$ cat config.mk
export PLATFORM = sky130hd
export DESIGN_NAME = exp3_apresentador_sequencia
export DESIGN_NICKNAME = d
export VERILOG_FILES = /design/src/rtl/exp3_apresentador_sequencia_pkg.sv /design/src/rtl/sync_rom_16x4.sv /design/src/rtl/exp3_apresentador_sequencia.sv
export SDC_FILE = /design/constraint.sdc
export NUM_CORES = 1
export LEC_CHECK = 0
export BUFFER_PORTS_ARGS = -buffer_cell sky130_fd_sc_hd__buf_2
export CORE_ASPECT_RATIO = 1.1
export CORE_MARGIN = 2
export CORE_UTILIZATION = 65
export CTS_BUF_LIST = sky130_fd_sc_hd__clkbuf_8
export CTS_CLUSTER_SIZE = 14
export DETAILED_ROUTE_END_ITERATION = 16
export PLACE_DENSITY = 0.85
export SYNTH_ARGS = -nofsm -noshare
export SYNTH_HDL_FRONTEND = slang
export SYNTH_HIERARCHICAL = 1
export SYNTH_SLANG_ARGS = --single-unit
$ cat constraint.sdc
create_clock -name clock -period 3.94 [get_ports clock]
set_input_delay 0.394 -clock clock [delete_from_list [all_inputs] [get_ports clock]]
set_output_delay 0.394 -clock clock [all_outputs]
set_load 0.005 [all_outputs]
$ cat src/rtl/exp3_apresentador_sequencia_pkg.sv
// Shared definitions for the memory-sequence game: state codes,
// ROM geometry and the stored sequence contents.
package exp3_apresentador_sequencia_pkg;

    // ROM geometry shared by the presenter and the comparison datapath.
    localparam int ROM_PROF = 16;
    localparam int ROM_LARG = 4;
    localparam int ROM_END  = 4;

    // State codes, also shown on the hexa7seg debug display.
    typedef enum logic [3:0] {
        ST_INICIAL   = 4'h0,
        ST_CARREGA   = 4'h1,
        ST_MOSTRA    = 4'h2,
        ST_INTERVALO = 4'h3,
        ST_PROXIMO   = 4'h4,
        ST_FIM       = 4'hF
    } estado_t;

    // Stored sequence, indexed by ROM address.
    function automatic logic [ROM_LARG-1:0] seq_palavra(
        input logic [ROM_END-1:0] a
    );
        logic [ROM_LARG-1:0] w;
        case (a)
            4'd0:    w = 4'b0001;
            4'd1:    w = 4'b0010;
            4'd2:    w = 4'b0100;
            4'd3:    w = 4'b1000;
            4'd4:    w = 4'b0100;
            4'd5:    w = 4'b0010;
            4'd6:    w = 4'b0001;
            4'd7:    w = 4'b0001;
            4'd8:    w = 4'b0010;
            4'd9:    w = 4'b0010;
            4'd10:   w = 4'b0100;
            4'd11:   w = 4'b0100;
            4'd12:   w = 4'b1000;
            4'd13:   w = 4'b1000;
            4'd14:   w = 4'b0001;
            4'd15:   w = 4'b0100;
            default: w = 4'b0000;
        endcase
        return w;
    endfunction

endpackage

$ cat src/rtl/sync_rom_16x4.sv
// 16x4 ROM with registered read, contents taken from the shared package.
// Ports: i_clk, i_rst_n (async, active-low), i_endereco, o_dado (valid one cycle later).
module sync_rom_16x4
    import exp3_apresentador_sequencia_pkg::*;
(
    input  logic                i_clk,
    input  logic                i_rst_n,
    input  logic [ROM_END-1:0]  i_endereco,
    output logic [ROM_LARG-1:0] o_dado
);

    logic [ROM_LARG-1:0] r_dado;

    always_ff @(posedge i_clk or negedge i_rst_n) begin
        if (!i_rst_n) begin
            r_dado <= '0;
        end else begin
            r_dado <= seq_palavra(i_endereco);
        end
    end

    assign o_dado = r_dado;

endmodule

$ cat src/rtl/exp3_apresentador_sequencia.sv
// Plays the stored sequence out to the LEDs: each entry lit for TEMPO_ACESO
// cycles, then blank for TEMPO_APAGADO cycles, addresses 0..TAMANHO-1.
// Ports: clock, reset (async, active-low), iniciar (start), leds (shown word),
// mostrando (in MOSTRA), pronto (in FIM), db_endereco, db_estado (debug).
module exp3_apresentador_sequencia
    import exp3_apresentador_sequencia_pkg::*;
#(
    parameter int TEMPO_ACESO   = 50_000_000,
    parameter int TEMPO_APAGADO = 25_000_000,
    parameter int TAMANHO       = 16
) (
    input  logic                clock,
    input  logic                reset,
    input  logic                iniciar,
    output logic [ROM_LARG-1:0] leds,
    output logic                mostrando,
    output logic                pronto,
    output logic [ROM_END-1:0]  db_endereco,
    output logic [3:0]          db_estado
);

    localparam int TEMPO_MAX =
        (TEMPO_ACESO > TEMPO_APAGADO) ? TEMPO_ACESO : TEMPO_APAGADO;
    localparam int TW_CALC = $clog2(TEMPO_MAX);
    // A one-cycle interval still needs a one-bit timer.
    localparam int TW = (TW_CALC < 1) ? 1 : TW_CALC;

    localparam logic [TW-1:0]      LIM_ACESO   = TW'(TEMPO_ACESO - 1);
    localparam logic [TW-1:0]      LIM_APAGADO = TW'(TEMPO_APAGADO - 1);
    localparam logic [ROM_END-1:0] END_ULTIMO  = ROM_END'(TAMANHO - 1);

    estado_t             r_estado;
    logic [ROM_END-1:0]  r_endereco;
    logic [TW-1:0]       r_timer;
    logic                r_mostrando;
    logic                r_pronto;

    logic [ROM_LARG-1:0] w_rom_dado;
    logic                w_fim_aceso;
    logic                w_fim_apagado;
    logic                w_ultimo;

    sync_rom_16x4 u_rom (
        .i_clk      (clock),
        .i_rst_n    (reset),
        .i_endereco (r_endereco),
        .o_dado     (w_rom_dado)
    );

    assign w_fim_aceso   = (r_timer == LIM_ACESO);
    assign w_fim_apagado = (r_timer == LIM_APAGADO);
    assign w_ultimo      = (r_endereco == END_ULTIMO);

    // Status flags are registered alongside the next state, so they
    // change on the same edge as the state register.
    always_ff @(posedge clock or negedge reset) begin
        if (!reset) begin
            r_estado    <= ST_INICIAL;
            r_endereco  <= '0;
            r_timer     <= '0;
            r_mostrando <= 1'b0;
            r_pronto    <= 1'b0;
        end else begin
            unique case (r_estado)
                ST_INICIAL: begin
                    if (iniciar) begin
                        r_estado   <= ST_CARREGA;
                        r_endereco <= '0;
                        r_timer    <= '0;
                    end
                end
                ST_CARREGA: begin
                    // ROM sees the address now; data is valid in MOSTRA.
                    r_estado    <= ST_MOSTRA;
                    r_timer     <= '0;
                    r_mostrando <= 1'b1;
                end
                ST_MOSTRA: begin
                    if (w_fim_aceso) begin
                        r_estado    <= ST_INTERVALO;
                        r_timer     <= '0;
                        r_mostrando <= 1'b0;
                    end else begin
                        r_timer <= r_timer + TW'(1);
                    end
                end
                ST_INTERVALO: begin
                    if (w_fim_apagado) begin
                        r_timer <= '0;
                        if (w_ultimo) begin
                            r_estado <= ST_FIM;
                            r_pronto <= 1'b1;
                        end else begin
                            r_estado <= ST_PROXIMO;
                        end
                    end else begin
                        r_timer <= r_timer + TW'(1);
                    end
                end
                ST_PROXIMO: begin
                    r_endereco <= r_endereco + ROM_END'(1);
                    r_estado   <= ST_CARREGA;
                end
                ST_FIM: begin
                    if (iniciar) begin
                        r_estado   <= ST_CARREGA;
                        r_endereco <= '0;
                        r_timer    <= '0;
                        r_pronto   <= 1'b0;
                    end
                end
                default: begin
                    r_estado    <= ST_INICIAL;
                    r_endereco  <= '0;
                    r_timer     <= '0;
                    r_mostrando <= 1'b0;
                    r_pronto    <= 1'b0;
                end
            endcase
        end
    end

    // Registered ROM word gated by the state register; blank elsewhere.
    assign leds        = (r_estado == ST_MOSTRA) ? w_rom_dado : '0;
    assign mostrando   = r_mostrando;
    assign pronto      = r_pronto;
    assign db_endereco = r_endereco;
    assign db_estado   = r_estado;

endmodule

* Word level (Yosys, flattened, before mapping)
Memories as Yosys holds them, arrays and structs flattened. A register that Yosys moved wholly into a read port is not among the register bits. Cells that the tools add are included.
Operators by class: $add $sub $neg 2, equality and inequality tests 13, mux-type cells 18, bitwise operators 4, reductions and logical operators 11
Operator list (count):
- $pmux W26 S4 | 1
- $mux W26 | 3
- $add A26 B1 Y26 const B | 1
- $eq A26 B25 Y1 const B | 1
- $eq A26 B26 Y1 const B | 1
- $mux W4 | 6
- $pmux W4 S5 | 1
- $pmux W4 S3 | 1
- $eq A4 B2 Y1 const B | 2
- $eq A4 B4 Y1 const B | 2
- $ne A2 B2 Y1 const B | 4
- $reduce_or A4 Y1 | 2
- $pmux W1 S3 | 2
- $reduce_and A2 Y1 | 3
- $add A4 B1 Y4 const B | 1
- $eq A4 B1 Y1 const B | 1
- $eq A4 B3 Y1 const B | 1
- $logic_not A4 Y1 | 1
- $mux W1 | 4
- $not A1 Y1 | 4
- $reduce_and A4 Y1 | 1
- $reduce_and A3 Y1 | 1
- $reduce_or A3 Y1 | 1
- $ne A2 B1 Y1 const B | 1
- other kinds (2) | 2
Storage, ports and cells: register bits after elaboration 36, bits in read-only memories 64, word-level logic and storage cells 54, memories 1
Memory list:
- (no name shown) | depth 16, width 4, read ports 1, clocked after Yosys merged registers in 1, write ports 0, line exp3_apresentador_sequencia_pkg.sv:25 | case (a)

* Longest topological paths before layout
Gate-level depths: netlist (run 1).
word-level depth 4, depth in mapped cells 8

* Cells and area by module
Netlist (run 1), hierarchy kept.
Modules (own cells, without submodules):
- exp3_apresentador_sequencia | times used 1, cells each 270, area an instance 2289.7 um2, sequential area each 900.9 um2
- sync_rom_16x4 | times used 1, cells each 17, area an instance 187.7 um2, sequential area each 100.1 um2

* Worst setup path before layout (run 1)
No wires, ideal clock.
kind reg2reg, start point register r_estado[0], in the netlist db_estado[0], end point register r_timer[10], library setup time 126 ps, arrival time 2036 ps, data required time 3814 ps, path slack 1778 ps, stages on the path, launching flop included 8, buffers on the path 2, clock period less this slack 2162 ps, cells stage by stage dfrtp_1 buf_4 or4b_1 nor4_2 nand4b_2 and2_1 buf_6 a221o_1
Between the ends: cells in the longest elaborated chain, start to end 4, elaborated cells between the ends (all ways) 10
Ends and longest elaborated chain:
- start: declaration | line exp3_apresentador_sequencia.sv:32 | estado_t r_estado;
- start signal: assignment | line exp3_apresentador_sequencia.sv:58 | r_estado <= ST_INICIAL;
- start signal: assignment | line exp3_apresentador_sequencia.sv:67 | r_estado <= ST_CARREGA;
- start signal: assignment | line exp3_apresentador_sequencia.sv:74 | r_estado <= ST_MOSTRA;
- $eq A4 B4 Y1 / $logic_not A4 Y1 (equally long branches) | line exp3_apresentador_sequencia.sv:64 | unique case (r_estado)
- $reduce_or A2 Y1 (no line)
- $ne A2 B1 Y1 (no line)
- $reduce_and A2 Y1 (no line)
- end signal: assignment | line exp3_apresentador_sequencia.sv:84 | r_timer <= r_timer + TW'(1);
- end signal: assignment | line exp3_apresentador_sequencia.sv:97 | r_timer <= r_timer + TW'(1);
- end: declaration | line exp3_apresentador_sequencia.sv:34 | logic [TW-1:0] r_timer;
Several ways; a longest one is shown, not always the timed one. A chain may end at the register's enable or synchronous reset.

* Worst setup path after layout (run 1)
start point register r_timer[0], end point register r_timer[10]
Between the ends: cells in the longest elaborated chain, start to end 3, elaborated cells between the ends (all ways) 6
Ends and longest elaborated chain (line):
- $add A26 B1 Y26 (tied with other cells) | exp3_apresentador_sequencia.sv:84, exp3_apresentador_sequencia.sv:97
- $mux W26, on equally long branches | exp3_apresentador_sequencia.sv:88, exp3_apresentador_sequencia.sv:79
- $pmux W26 S4 (*) | exp3_apresentador_sequencia.sv:64
Every way passes the cells marked *; elsewhere a longest branch is shown, timed or not.

==> impl_results.md, run 1 <==
* Port Buf Inserts at 16
* Cell Rows at 23
* Gate Count Post-Synth at about 290
* Worst hold path type: input port to async pin
* 1st-iter DRT viols at 249
* CTS H-tree lvls at 2
* Top Metal Used: met4
* ANT nets after route at 0
* WS Path Type: flip-flop to flip-flop
* Clock skew at 0.00564 ns
* Clock-pin slew on the worst setup and hold paths at 0.08 ns
* Setup TNS at 0 ns
* Max Freq at 0.330 GHz
* First-pass GRT wire length at 9850 µm
* Rel. slew slack at about two fifths
* Postcts setup bufs at 0
* Yosys cell types at 52
* Post-CTS sizing at 0
* CTS max path bufs at 2
* CP Capture Type: flip-flop
* Most frequent cells in the layout: 40 x dfrtp_1, 33 x nand2_1, 27 x nand3_1, 21 x nor2_1, 16 x buf_2
* Die H at 68.8 µm
* GRT Total Usage at between 20% and 30%
* Yosys warning count at 6
* Hold WS at 0.219 ns
* Clock buffer count from CTS at 5
* GPL Wtd Cong at 0.944
* Syn Area/Cell at 8.63 µm²
* Synth async-reset ratio at 100%
* Final setup viols at 0
* Pwr/cell area at 480 nW/µm²
* Sequential element share of the synthesized area at 40.4%
* DPL Wire Length at 3990 µm
* Largest net degree at the start of global routing at 41
* Hold Vio Cnt, Final at 0
* Ports at 17
* Crit start category: flip-flop
* Sink Count at 40
* Fin util at 72.6%
* Die width at 62.9 µm
* Worst-Skew Late Latency at 0.30 ns
* Minimum clock period at 3.03 ns
* Final worst-path cycle share at 76.8%
* Synthesized flop and latch total at 40
* Core ar. at 3650 µm²
* CTS tree: yes
* RSZ-0062 raised after global routing: false
* Slew @ Worst Pin at 0.905 ns
* Outcome: complete, no violations
* Synth Flop Type: dfrtp_1
* Dpl ws at 0.984 ns
* Vias in the first global route at 2,066
* Gr ovfl total at 0
* Residual DRC count at 0
* DR vias at 2,362
* Leakage at between 1 and 1.5 nW
* Mapped Area at 2480 µm²
* Final non-filler cell total at 343
* Wire length on met1 at between 2000 and 2500 µm
* Initial antenna violation count at 0
* Number of diodes at 0
* Syn Nets at 292
* Number of flops mapped to enable cells by yosys at 0
* Post-route setup slack at 0.913 ns
* Nets at between 200 and 300
* Initial Util at between 60% and 70%
* Peak supply drop at around 0.00027 V
* Area fraction of the dominant cell type after synthesis at 40.4%
* Clock root cell: clkbuf_8
* Worst EP arrival at 3.21 ns
* Maxcap violations at 0
* Met2 wire len at 2910 µm
* Top cells by area, synth: dfrtp_1 40%, nand3_1 5.5%, nand2_1 5.0%, nand4_1 3.5%, a31oi_1 3.3%
* # hold bufs at CTS at 0
* First-pass detailed-route iteration total at 5
* Leading area contributor after synthesis: dfrtp_1
* Most common cell after layout, fill and taps aside: dfrtp_1
* Max Slew Vio Count at 0
* Die area at 4320 µm²
* Vias/cell at roughly 6.9
* Placed cells at 335
* Largest fanout on the critical path at 26
* Total wire length at 5870 µm
* Layout area overhead at 7.07%
* Share of layout cells above drive strength 1 at 11.3%
* Post-detailed-route wirelength per cell at 17.1 µm
* Worst EP required at roughly 4 ns
* Met3 routed WL at 380 µm
==> final cells by class <==
class                      instances  area, µm²
multi-input combinational        223       1370
clock buffer                       5       68.8
timing repair buffer              17       87.6
fill                             300       1000
tap                               50       62.6
clock inverter                     3       42.5
inverter                           5       18.8
sequential                        40       1000
==> routing by layer <==
layer | up-vias | global-route usage, %
met1 | 1144 | 37.8
met3 | 16 | 6.17
li1 | 1095 | -
met4 | 0 | 13.3
met2 | 107 | 49.5
met5 | - | 0
==> critical path, cell delays in order, from the launching register on <==
cell and delay, ns:
dfrtp_1 0.40, ha_1 0.24, nand4_1 0.24, nor2_1 0.50, nand4b_2 0.68, and2_1 0.52, a221o_1 0.33
==> synth_stat cells (2+ instances only) <==
cell type   n
a31oi_1    13
inv_1       5
nor4_1      4
o21ai_0     8
and2_1      7
o21ai_1     4
o22ai_1     4
and3_1     10
clkbuf_1   14
nand4_1    14
nor3_1      7
or4b_1      2
a221o_1     2
dfrtp_1    40
nor2_1     21
a211oi_1    2
ha_1        2
a31o_2      2
nand2b_1    2
buf_2       3
nand2_1    33
o211ai_1    3
nand3_1    27
or4_1       4
nand3b_1    8
a21oi_1     7
o31a_1      2
a22o_1      5
mux2i_1     4
o31ai_1     2
xnor2_1     2
or3_1       4
==> flip-flops by register name, summed over array words and instances (netlist names) <==
signal / flops
mostrando: 1
db_endereco: 4
r_timer: 26
pronto: 1
db_estado: 4
u_rom/o_dado: 4
==> report_power, final <==
group	internal (W)	switching (W)	leakage [nW]	total, W
combinational	0.000150	0.000253	0.527	0.000403
sequential	0.000452	0.0000818	0.541	0.000534
clock	0.000187	0.000148	0.0541	0.000335
==> per-stage QoR <==
| step | power (W) | cell area, µm² |
|---|---|---|
| 2_1_floorplan | 0.000846 | 2480 |
| 3_3_place_gp | 0.000923 | 2540 |
| 3_5_place_dp | 0.000936 | 2540 |
| 4_1_cts | 0.00127 | 2650 |
| 5_1_grt | 0.00135 | 2650 |
| 6_report | 0.00127 | 2650 |
==> path summary, 6_finish.rpt <==
| kind | start | to | slack, ns | depth (start not counted) |
|---|---|---|---|---|
| max in group asynchronous | reset | r_timer[22] | 3.16 | 1 |
| min in group clock | iniciar | db_estado[3] | 0.49 | 4 |
| worst max register to register | r_timer[0] | r_timer[10] | 0.91 | 6 |
| worst min-delay path | reset | db_endereco[2] | 0.22 | 1 |
| worst min register to register | pronto | pronto | 0.50 | 1 |
| worst max-delay path | r_timer[0] | r_timer[10] | 0.91 | 6 |
==> cells by family (layout without fill, tap and decap cells) <==
| group | Yosys count | in the layout | share of synthesized area (%) |
|---|---|---|---|
| buf+inv | 24 | 30 | 4.24 |
| compound gates | 61 | 61 | 17.2 |
| flops | 40 | 40 | 40.4 |
| fa+ha+maj | 2 | 2 | 1.01 |
| xor+xnor | 2 | 2 | 0.707 |
| simple gates | 154 | 154 | 34.8 |
| mux | 4 | 4 | 1.62 |
(Power assumes the default switching activity.)
==> run 2, diff against run 1 <==
--- a/config.mk
+++ b/config.mk
@@ -8,11 +8,11 @@
 export BUFFER_PORTS_ARGS = -buffer_cell sky130_fd_sc_hd__buf_2
 export CORE_ASPECT_RATIO = 1.1
 export CORE_MARGIN = 2
-export CORE_UTILIZATION = 65
+export CORE_UTILIZATION = 56
 export CTS_BUF_LIST = sky130_fd_sc_hd__clkbuf_8
 export CTS_CLUSTER_SIZE = 14
 export DETAILED_ROUTE_END_ITERATION = 16
-export PLACE_DENSITY = 0.85
+export PLACE_DENSITY = 0.78
 export SYNTH_ARGS = -nofsm -noshare
 export SYNTH_HDL_FRONTEND = slang
 export SYNTH_HIERARCHICAL = 1
==> constraint.sdc (replaced) <==
create_clock -name clock -period 2.67 [get_ports clock]
set_input_delay 0.267 -clock clock [delete_from_list [all_inputs] [get_ports clock]]
set_output_delay 0.267 -clock clock [all_outputs]
set_load 0.005 [all_outputs]
==> run 2 against run 1 <==
Compared with the run above: cell count rose by 3.5%; clock skew rose by 0.0047 ns; register-to-register slack got worse by 0.60 ns; critical path type unchanged; critical endpoint is now r_timer[22]; highest routed layer unchanged.
==> impl_results.md, run 2 (same netlist as run 1, synthesis figures left out) <==
* Outcome: complete, no violations
* Crit path to: r_timer[22]
* First-pass detailed-route iteration total at 5 (unchanged)
* Worst reg2reg path depth at 6 (unchanged)
* Total wire length at 5760 µm (-1.7%)
* Peak supply drop at 0.000342 V (+29%)
* CTS max path bufs at 2 (unchanged)
* Slew @ Worst Pin at 0.891 ns (-0.0145 ns)
* Number of diodes at 0 (unchanged)
* Final worst-path cycle share at 88.4% (+12 points)
* Worst R2R Start: r_timer[0]
* # hold bufs at CTS at 0 (unchanged)
* Rel. slew slack at 40.6% (+0.97 points)
* Initial Util at 57.8% (-10 points)
* Fin util at 63.3% (-9.2 points)
* Final Power at 0.00189 W (+49%)
* Crit start category: flip-flop
* Vias/cell at 6.45 (-6.4%)
* Worst-Skew Late Latency at 0.29 ns (about the same)
* Die H at 73.8 µm (+7.3%)
* Sink Count at 40 (unchanged)
* CTS H-tree lvls at 2 (unchanged)
* GPL Wtd Cong at 0.892 (-5.5%)
* Setup TNS at 0 ns (unchanged)
* Worst hold path type: input port to async pin
* Clock skew at 0.0103 ns (+0.00469 ns)
* Largest net degree at the start of global routing at 41 (unchanged)
* Final setup viols at 0 (unchanged)
* WS Path Type: flip-flop to flip-flop
* Worst Setup SP: r_timer[0]
* Gr ovfl total at 0 (unchanged)
* Share of layout cells above drive strength 1 at 13.3% (+2.0 points)
* Core ar. at 4290 µm² (+17%)
* Initial antenna violation count at 0 (unchanged)
* Clock root cell: clkbuf_8
* RSZ-0062 raised after global routing: false
* Worst EP arrival at 2.53 ns (-0.68 ns)
* Leakage at 1.17 nW (+3.9%)
* Clock-pin slew on the worst setup and hold paths at 0.08 ns (about the same)
* Worst EP required at 2.84 ns (-1.28 ns)
* Post-CTS sizing at 0 (unchanged)
* Placed cells at 347 (+3.6%)
* Layout area overhead at 9.55%
* Max Freq at 0.424 GHz (+28%)
* Post-detailed-route wirelength per cell at 16.2 µm (-5.1%)
* Fillers at 357 (+19%)
* Biggest register: r_timer
* Port Buf Inserts at 16 (unchanged)
* GRT Total Usage at 25.6% (-4.0 points)
* Maxcap violations at 0 (unchanged)
* Internal reg-to-reg setup slack at 0.31 ns (-0.60 ns)
* Worst flop-to-flop path endpoint: r_timer[22]
* Postcts setup bufs at 0 (unchanged)
* Max reg flops at 26 (unchanged)
* Die area at 4970 µm² (+15%)
* DPL Wire Length at 3990 µm (about the same)
* Max Slew Vio Count at 0 (unchanged)
* CTS tree: yes
* Nets at 305 (+2.7%)
* Minimum clock period at 2.36 ns (-0.667 ns)
* Die width at 67.4 µm (+7.2%)
* Ports at 17 (unchanged)
* Hold Vio Cnt, Final at 0 (unchanged)
* Pwr/cell area at 697 nW/µm² (+45%)
* Cell Rows at 25 (+8.7%)
* DR vias at 2,288 (-3.1%)
* Most frequent cells in the layout: 40 x dfrtp_1, 33 x nand2_1, 27 x nand3_1, 21 x nor2_1, 16 x buf_2
* 1st-iter DRT viols at 244 (-2.0%)
* Vias in the first global route at 2,006 (-2.9%)
* Clock buffer count from CTS at 5 (unchanged)
* Residual DRC count at 0 (unchanged)
* First-pass GRT wire length at 9670 µm (-1.8%)
* Largest fanout on the critical path at 5 (-81%)
* Final non-filler cell total at 355 (+3.5%)
* CP Capture Type: flip-flop
* ANT nets after route at 0 (unchanged)
* Most common cell after layout, fill and taps aside: dfrtp_1
## run 2: cell types whose count changed in the layout (fill, tap and decap cells not counted), sizes merged
cell,before,now
buf,17,25
clkinvlp,1,0
inv,5,6
## run 2: worst min-delay path by stage
| stage | end | depth (start not counted) | slack, ns |
|---|---|---|---|
| 3_3_place_gp | mostrando | 1 | 0.45 |
| 2_1_floorplan | db_endereco[0] | 0 | -0.03 |
| 6_report | db_estado[1] | 1 | 0.08 |
| 3_5_place_dp | db_estado[1] | 1 | 0.44 |
| 5_1_grt | db_estado[1] | 1 | 0.17 |
| 4_1_cts | db_estado[1] | 1 | 0.12 |
## run 2: per-stage QoR
| stage | worst slack (ns) | cell area (µm²) | hold slack, ns |
|---|---|---|---|
| floorplan | 0.508 | 2480 | -0.0286 |
| global route | 0.150 | 2710 | 0.166 |
| finish | 0.309 | 2710 | 0.0827 |
| global placement | 0.393 | 2610 | 0.446 |
| CTS | 0.328 | 2710 | 0.122 |
| detailed placement | 0.337 | 2610 | 0.442 |
## run 2: layout make-up
class	instances	area, µm²	share of cell area (%)
Clock inverter	3	38.8	1.43
Multi-Input combinational cell	223	1370	50.5
Timing Repair Buffer	25	148	5.44
Clock buffer	5	68.8	2.54
Sequential cell	40	1000	36.9
Tap cell	54	67.6	2.49
Inverter	5	18.8	0.692
## run 2: power breakdown
group	internal, W	total [W]	switching, W
clock	0.000274	0.000487	0.000213
combinational	0.000246	0.000652	0.000406
sequential	0.000668	0.000752	0.0000832
## run 2: metal layers
metal | up-vias | part of all wire [%] | track usage (%)
met2 | 76 | 48 | 41.5
met3 | 13 | 4.8 | 5.05
met1 | 1092 | 45 | 33.8
met5 | - | 0 | 0
li1 | 1107 | - | -
met4 | 0 | 2.3 | 9.75
## run 2: critical path, cell delays in order (launching register included)
cell	delay [ns]
dfrtp_1	0.40
ha_1	0.23
nand4_1	0.25
or4_1	0.69
or3_1	0.39
a31oi_1	0.17
o22ai_1	0.10
